$ cat config.mk
export PLATFORM = sky130hd
export DESIGN_NAME = draw_square_hl
export DESIGN_NICKNAME = d
export VERILOG_FILES = /design/src/rtl/draw_square_hl.sv
export SDC_FILE = /design/constraint.sdc
export NUM_CORES = 1
export LEC_CHECK = 0
export BUFFER_PORTS_ARGS = -buffer_cell sky130_fd_sc_hd__buf_2
export CAP_MARGIN = 0
export CELL_PAD_IN_SITES_DETAIL_PLACEMENT = 0
export CELL_PAD_IN_SITES_GLOBAL_PLACEMENT = 2
export CORE_UTILIZATION = 33
export CTS_BUF_LIST = sky130_fd_sc_hd__clkbuf_4
export DETAILED_ROUTE_END_ITERATION = 7
export PLACE_DENSITY_LB_ADDON = 0.3
export SLEW_MARGIN = 10
export SYNTH_ARGS = -nofsm -noshare
export SYNTH_HDL_FRONTEND = slang
export SYNTH_SLANG_ARGS = --single-unit
$ cat constraint.sdc
create_clock -name pclk -period 3.1 [get_ports pclk]
set_input_delay 0.155 -clock pclk [delete_from_list [all_inputs] [get_ports pclk]]
set_output_delay 0.155 -clock pclk [all_outputs]
set_load 0.005 [all_outputs]
$ cat src/rtl/draw_square_hl.sv
// Cell highlighter for the 3x3 board overlay: fills or outlines any selected cells,
// with optional frame-locked blinking. Every output is registered, giving one pclk of latency.
module draw_square_hl #(
   parameter int          GRID_X0      = 0,
   parameter int          GRID_Y0      = 0,
   parameter int          CELL_W       = 341,
   parameter int          CELL_H       = 256,
   parameter int          BORDER       = 8,
   parameter logic [11:0] HL_COLOR     = 12'hff0,
   parameter int          BLINK_FRAMES = 30
) (
   input  logic        pclk,
   input  logic        rst,
   input  logic [10:0] hcount_in,
   input  logic [10:0] vcount_in,
   input  logic        hsync_in,
   input  logic        vsync_in,
   input  logic        hblnk_in,
   input  logic        vblnk_in,
   input  logic [11:0] rgb_in,
   input  logic        start_en,
   input  logic [8:0]  sel,
   input  logic        outline_en,
   input  logic        blink_en,
   output logic [10:0] hcount_out,
   output logic [10:0] vcount_out,
   output logic        hsync_out,
   output logic        vsync_out,
   output logic        hblnk_out,
   output logic        vblnk_out,
   output logic [11:0] rgb_out
);

   localparam int                CNT_W    = $clog2(BLINK_FRAMES + 1);
   localparam logic [CNT_W-1:0]  CNT_LAST = CNT_W'(BLINK_FRAMES - 1);

   typedef enum logic {PH_OFF = 1'b0, PH_ON = 1'b1} phase_t;

   phase_t           phase_q, phase_d;
   logic [CNT_W-1:0] cnt_q, cnt_d;
   logic [8:0]       sel_q, sel_d;
   logic             vsync_dly_q;
   logic [11:0]      rgb_d;

   int         x, y;
   logic [2:0] col_hit, row_hit, col_edge, row_edge;
   logic [8:0] cell_hl;
   logic       frame_edge, blink_run, phase_on, draw;

   assign x = {21'd0, hcount_in};
   assign y = {21'd0, vcount_in};

   // Edge flags are only meaningful when the matching hit flag is set.
   generate
      for (genvar gi = 0; gi < 3; gi++) begin : g_axis
         localparam int XL = GRID_X0 + gi * CELL_W;
         localparam int XH = GRID_X0 + (gi + 1) * CELL_W - 1;
         localparam int YL = GRID_Y0 + gi * CELL_H;
         localparam int YH = GRID_Y0 + (gi + 1) * CELL_H - 1;
         assign col_hit[gi]  = (x >= XL) && (x <= XH);
         assign row_hit[gi]  = (y >= YL) && (y <= YH);
         assign col_edge[gi] = ((x - XL) < BORDER) || ((XH - x) < BORDER);
         assign row_edge[gi] = ((y - YL) < BORDER) || ((YH - y) < BORDER);
      end
      for (genvar gi = 0; gi < 9; gi++) begin : g_cell
         assign cell_hl[gi] = sel_q[gi] && row_hit[gi/3] && col_hit[gi%3]
                              && (!outline_en || row_edge[gi/3] || col_edge[gi%3]);
      end
   endgenerate

   assign frame_edge = vsync_in && !vsync_dly_q;
   assign blink_run  = start_en && blink_en;

   always_comb begin
      cnt_d   = cnt_q;
      phase_d = phase_q;
      sel_d   = frame_edge ? sel : sel_q;
      if (!blink_run) begin
         cnt_d   = '0;
         phase_d = PH_ON;
      end else if (frame_edge) begin
         if (cnt_q == CNT_LAST) begin
            cnt_d   = '0;
            phase_d = (phase_q == PH_ON) ? PH_OFF : PH_ON;
         end else begin
            cnt_d = cnt_q + CNT_W'(1);
         end
      end
      // Disabling blink shows the highlight on the very next pixel.
      phase_on = (phase_q == PH_ON) || !blink_run;
      draw     = start_en && phase_on && !hblnk_in && !vblnk_in && (|cell_hl);
      rgb_d    = draw ? HL_COLOR : rgb_in;
   end

   always_ff @(posedge pclk or posedge rst) begin
      if (rst) begin
         phase_q     <= PH_ON;
         cnt_q       <= '0;
         sel_q       <= '0;
         vsync_dly_q <= 1'b0;
         hcount_out  <= '0;
         vcount_out  <= '0;
         hsync_out   <= 1'b0;
         vsync_out   <= 1'b0;
         hblnk_out   <= 1'b0;
         vblnk_out   <= 1'b0;
         rgb_out     <= '0;
      end else begin
         phase_q     <= phase_d;
         cnt_q       <= cnt_d;
         sel_q       <= sel_d;
         vsync_dly_q <= vsync_in;
         hcount_out  <= hcount_in;
         vcount_out  <= vcount_in;
         hsync_out   <= hsync_in;
         vsync_out   <= vsync_in;
         hblnk_out   <= hblnk_in;
         vblnk_out   <= vblnk_in;
         rgb_out     <= rgb_d;
      end
   end

endmodule
==> flow_metrics.env <==
export IMPL_clk_pin_slew_ns=0.16
export IMPL_reg2regPathDepth=6
export IMPL_worst_setup_path_type="in -> reg"
export IMPL_syn_area_um2=2550
export IMPL_die_area_um2=8090
export IMPL_fmax_mhz=372
export IMPL_core_area_um2=7370
export IMPL_ys_flop_type="dfrtp_1"
export IMPL_cts_tree="done"
export IMPL_insertion_delay_ns=0.37
export IMPL_hp_class="in -> reg"
export IMPL_cp_end_kind="register"
export IMPL_io_pins=90
export IMPL_dr_pass1_iters=4
export IMPL_clock_path_buffers=2
export IMPL_post_cts_buffers=0
export IMPL_fin_tns_setup_ns=0
export IMPL_finalMaxSlewViolations=0
export IMPL_place_detailed_hpwl_um=4560
export IMPL_grt_pass1_wl_um=10800
export IMPL_h_tree_depth=2
export IMPL_initial_utilization_pct=34.7
export IMPL_crit_path_max_fanout=12
export IMPL_synth_nets=303
export IMPL_yosysTopAreaCellShare_pct=51.0
export IMPL_min_from="rgb_in[4]"
export IMPL_async_flop_share_pct=100
export IMPL_synth_edf_count=0
export IMPL_cts_resized_gates=0
export IMPL_first_global_vias=2275
export IMPL_synthSimpleGateAreaFrac_pct=18.2
export IMPL_rsz0062_at_grt="no"
export IMPL_die_w_um=90.0
export IMPL_synth_top_family_by_area="simple AND/OR/NAND/NOR gates"
export IMPL_vias=2295
export IMPL_cts_num_sinks=53
export IMPL_netlist_instances=244
export IMPL_finalSetupViolations=0
export IMPL_utilization_pct=48.6
export IMPL_overflow=0
export IMPL_peakVddDrop_mv=0.164
export IMPL_ys_ff_latch=53
export IMPL_placementRows=31
export IMPL_period_share_pct=86.6
export IMPL_vias_per_cell=4.81
export IMPL_first_iter_violations=56
export IMPL_drv_cap=0
export IMPL_skew_ns=0.00780
export IMPL_crit_arrival_ns=3.01
export IMPL_synthToLayoutAreaGrowth_pct=40.4
export IMPL_grtUsageTotal_pct=16.3
export IMPL_synth_most_common_cell="dfrtp_1"
export IMPL_ys_warn_count=0
export IMPL_die_h_um=90.0
export IMPL_grt_antenna_before_repair=0
export IMPL_synth_area_leaders="dfrtp_1 (51%), mux2_2 (4.0%), nor2_1 (3.5%), ha_1 (3.4%), nand2_1 (2.8%)"
export IMPL_nets=436
export IMPL_cp_startpoint="vcount_in[7]"
export IMPL_synth_compound_area_share_pct=17.6
export IMPL_period_minus_slack_ns=2.69
export IMPL_synth_cell_type_count=50
export IMPL_cts_buffers=5
export IMPL_cts_root_buf="clkbuf_4"
export IMPL_grt_max_degree=34
export IMPL_crit_required_ns=3.42
export IMPL_synth_xor_area_share_pct=0.686
export IMPL_dpl_cell_area_um2=3110
export IMPL_drc_errors=0
export IMPL_fillCellCount=703
export IMPL_hold_path_depth=3
export IMPL_powerDensity_nw_per_um2=375
export IMPL_synthAdderAreaFrac_pct=3.43
export IMPL_power_leakage_nw=1.60
export IMPL_ant_nets=0
export IMPL_wl_per_cell_um=13.4
export IMPL_maxSlewHeadroom_pct=54.3
export IMPL_ys_seq_area_share_pct=52.0
export IMPL_gp_congestion=0.845
export IMPL_synth_largest_area_cell="dfrtp_1"
export IMPL_synth_commonest_cells="dfrtp_1 (52), nor2_1 (24), nand2_1 (19)"
export IMPL_synth_area_mux_share_pct=3.97
export IMPL_cp_start_kind="primary input"
export IMPL_hold_viol_final=0
export IMPL_final_area_um2=3580
export IMPL_syn_avg_cell_area_um2=10.5
export IMPL_r2r_start="cnt_q[0]"
export IMPL_worst_pin_slew_ns=0.684
export IMPL_antennaDiodeCount=0
export IMPL_place_port_buffers=89
export IMPL_outcome="complete, no violations"
export IMPL_drive_gt1_share_pct=32.3
export IMPL_routed_wl_um=6410
registers in the layout, indices dropped and copies added (netlist names):
name / flops
vblnk_out: 1
sel_q: 9
vsync_dly_q: 1
rgb_out: 12
hcount_out: 11
hsync_out: 1
cnt_q: 5
phase_q: 1
hblnk_out: 1
vcount_out: 11
routing by layer:
metal | track usage (%) | vias to the layer above | share of wire [%]
met5 | 0 | - | 0
met4 | 3.76 | 0 | 0.42
met3 | 3.21 | 2 | 3.4
met2 | 28.1 | 58 | 49
met1 | 21.2 | 1082 | 47
li1 | - | 1153 | -
through the flow:
step / power [mW] / setup WS (ns) / hold WS, ns / std cells
4_1_cts: 1.37 / 0.446 / 0.0138 / 477
6_report: 1.35 / 0.414 / 0.0384 / 477
2_1_floorplan: 0.895 / 0.807 / 0.186 / 244
5_1_grt: 1.42 / 0.278 / 0.0189 / 477
3_3_place_gp: 0.998 / 0.638 / 0.266 / 427
3_5_place_dp: 1.00 / 0.582 / 0.270 / 427
placed cells by master (no fill, tap or decap), types with 2 or more instances in the layout:
cell           instances
a211oi_1               6
a21oi_1                5
a31oi_1               11
a32o_1                 4
and2b_1                2
buf_2                 89
buf_4                  6
clkbuf_4               5
dfrtp_1               52
dlygate4sd3_1         42
ha_1                   7
inv_1                 10
mux2_2                 9
nand2_1               19
nand3_1               10
nand3b_1               4
nand4b_1               3
nor2_1                24
nor2b_1                6
nor3_1                 8
nor4_1                 4
o21a_1                 5
o21ai_0               12
o22ai_1                2
o31ai_1                3
or3_1                  3
where the power goes:
part / internal (mW) / switching [mW]
sequential: 0.740 / 0.0195
clock: 0.0906 / 0.229
combinational: 0.139 / 0.128
worst paths after layout:
path                            slack, ns            end
worst max-delay path                 0.41     rgb_out[3]
worst min-delay path                 0.04     rgb_out[4]
worst max register to register       1.21        phase_q
worst min register to register       0.49       cnt_q[4]
max in group asynchronous            1.94  vcount_out[3]
min in group asynchronous            0.42      hsync_out
worst max-delay path, cell delays in order:
cell and delay [ns]:
dlygate4sd3_1 0.53, buf_2 0.14, or3_2 0.55, nor4_1 0.33
xor2_1 0.11, nor3_1 0.35, o211ai_2 0.15, a311oi_2 0.28
buf_4 0.23, a32o_1 0.18
timing repair:
item                       4_1_cts  5_1_grt
setup endpoints to repair        0        0
hold buffers                    42        0
hold endpoints to repair        71        0
logic make-up (layout without fill, tap and decap cells):
logic type / count (synthesis) / count (layout)
AND/OR/NAND/NOR: 90 / 90
AO/OA/AOI/OAI: 61 / 61
flip-flops: 53 / 53
buffers and inverters: 22 / 156
multiplexers: 9 / 9
adder cells (fa/ha/maj): 7 / 7
XOR/XNOR: 2 / 2
final cells by class:
class                   count  area [um2]  share of cell area, %
clock buffers               5        37.5                   1.05
flip-flops and latches     53        1330                   37.0
repair buffers            137         911                   25.4
well taps                  99         124                   3.46
inverters                  11        41.3                   1.15
clock inverters             3        21.3                  0.593
multi-input cells         169        1120                   31.3
Power figures use the tool's default switching activity.
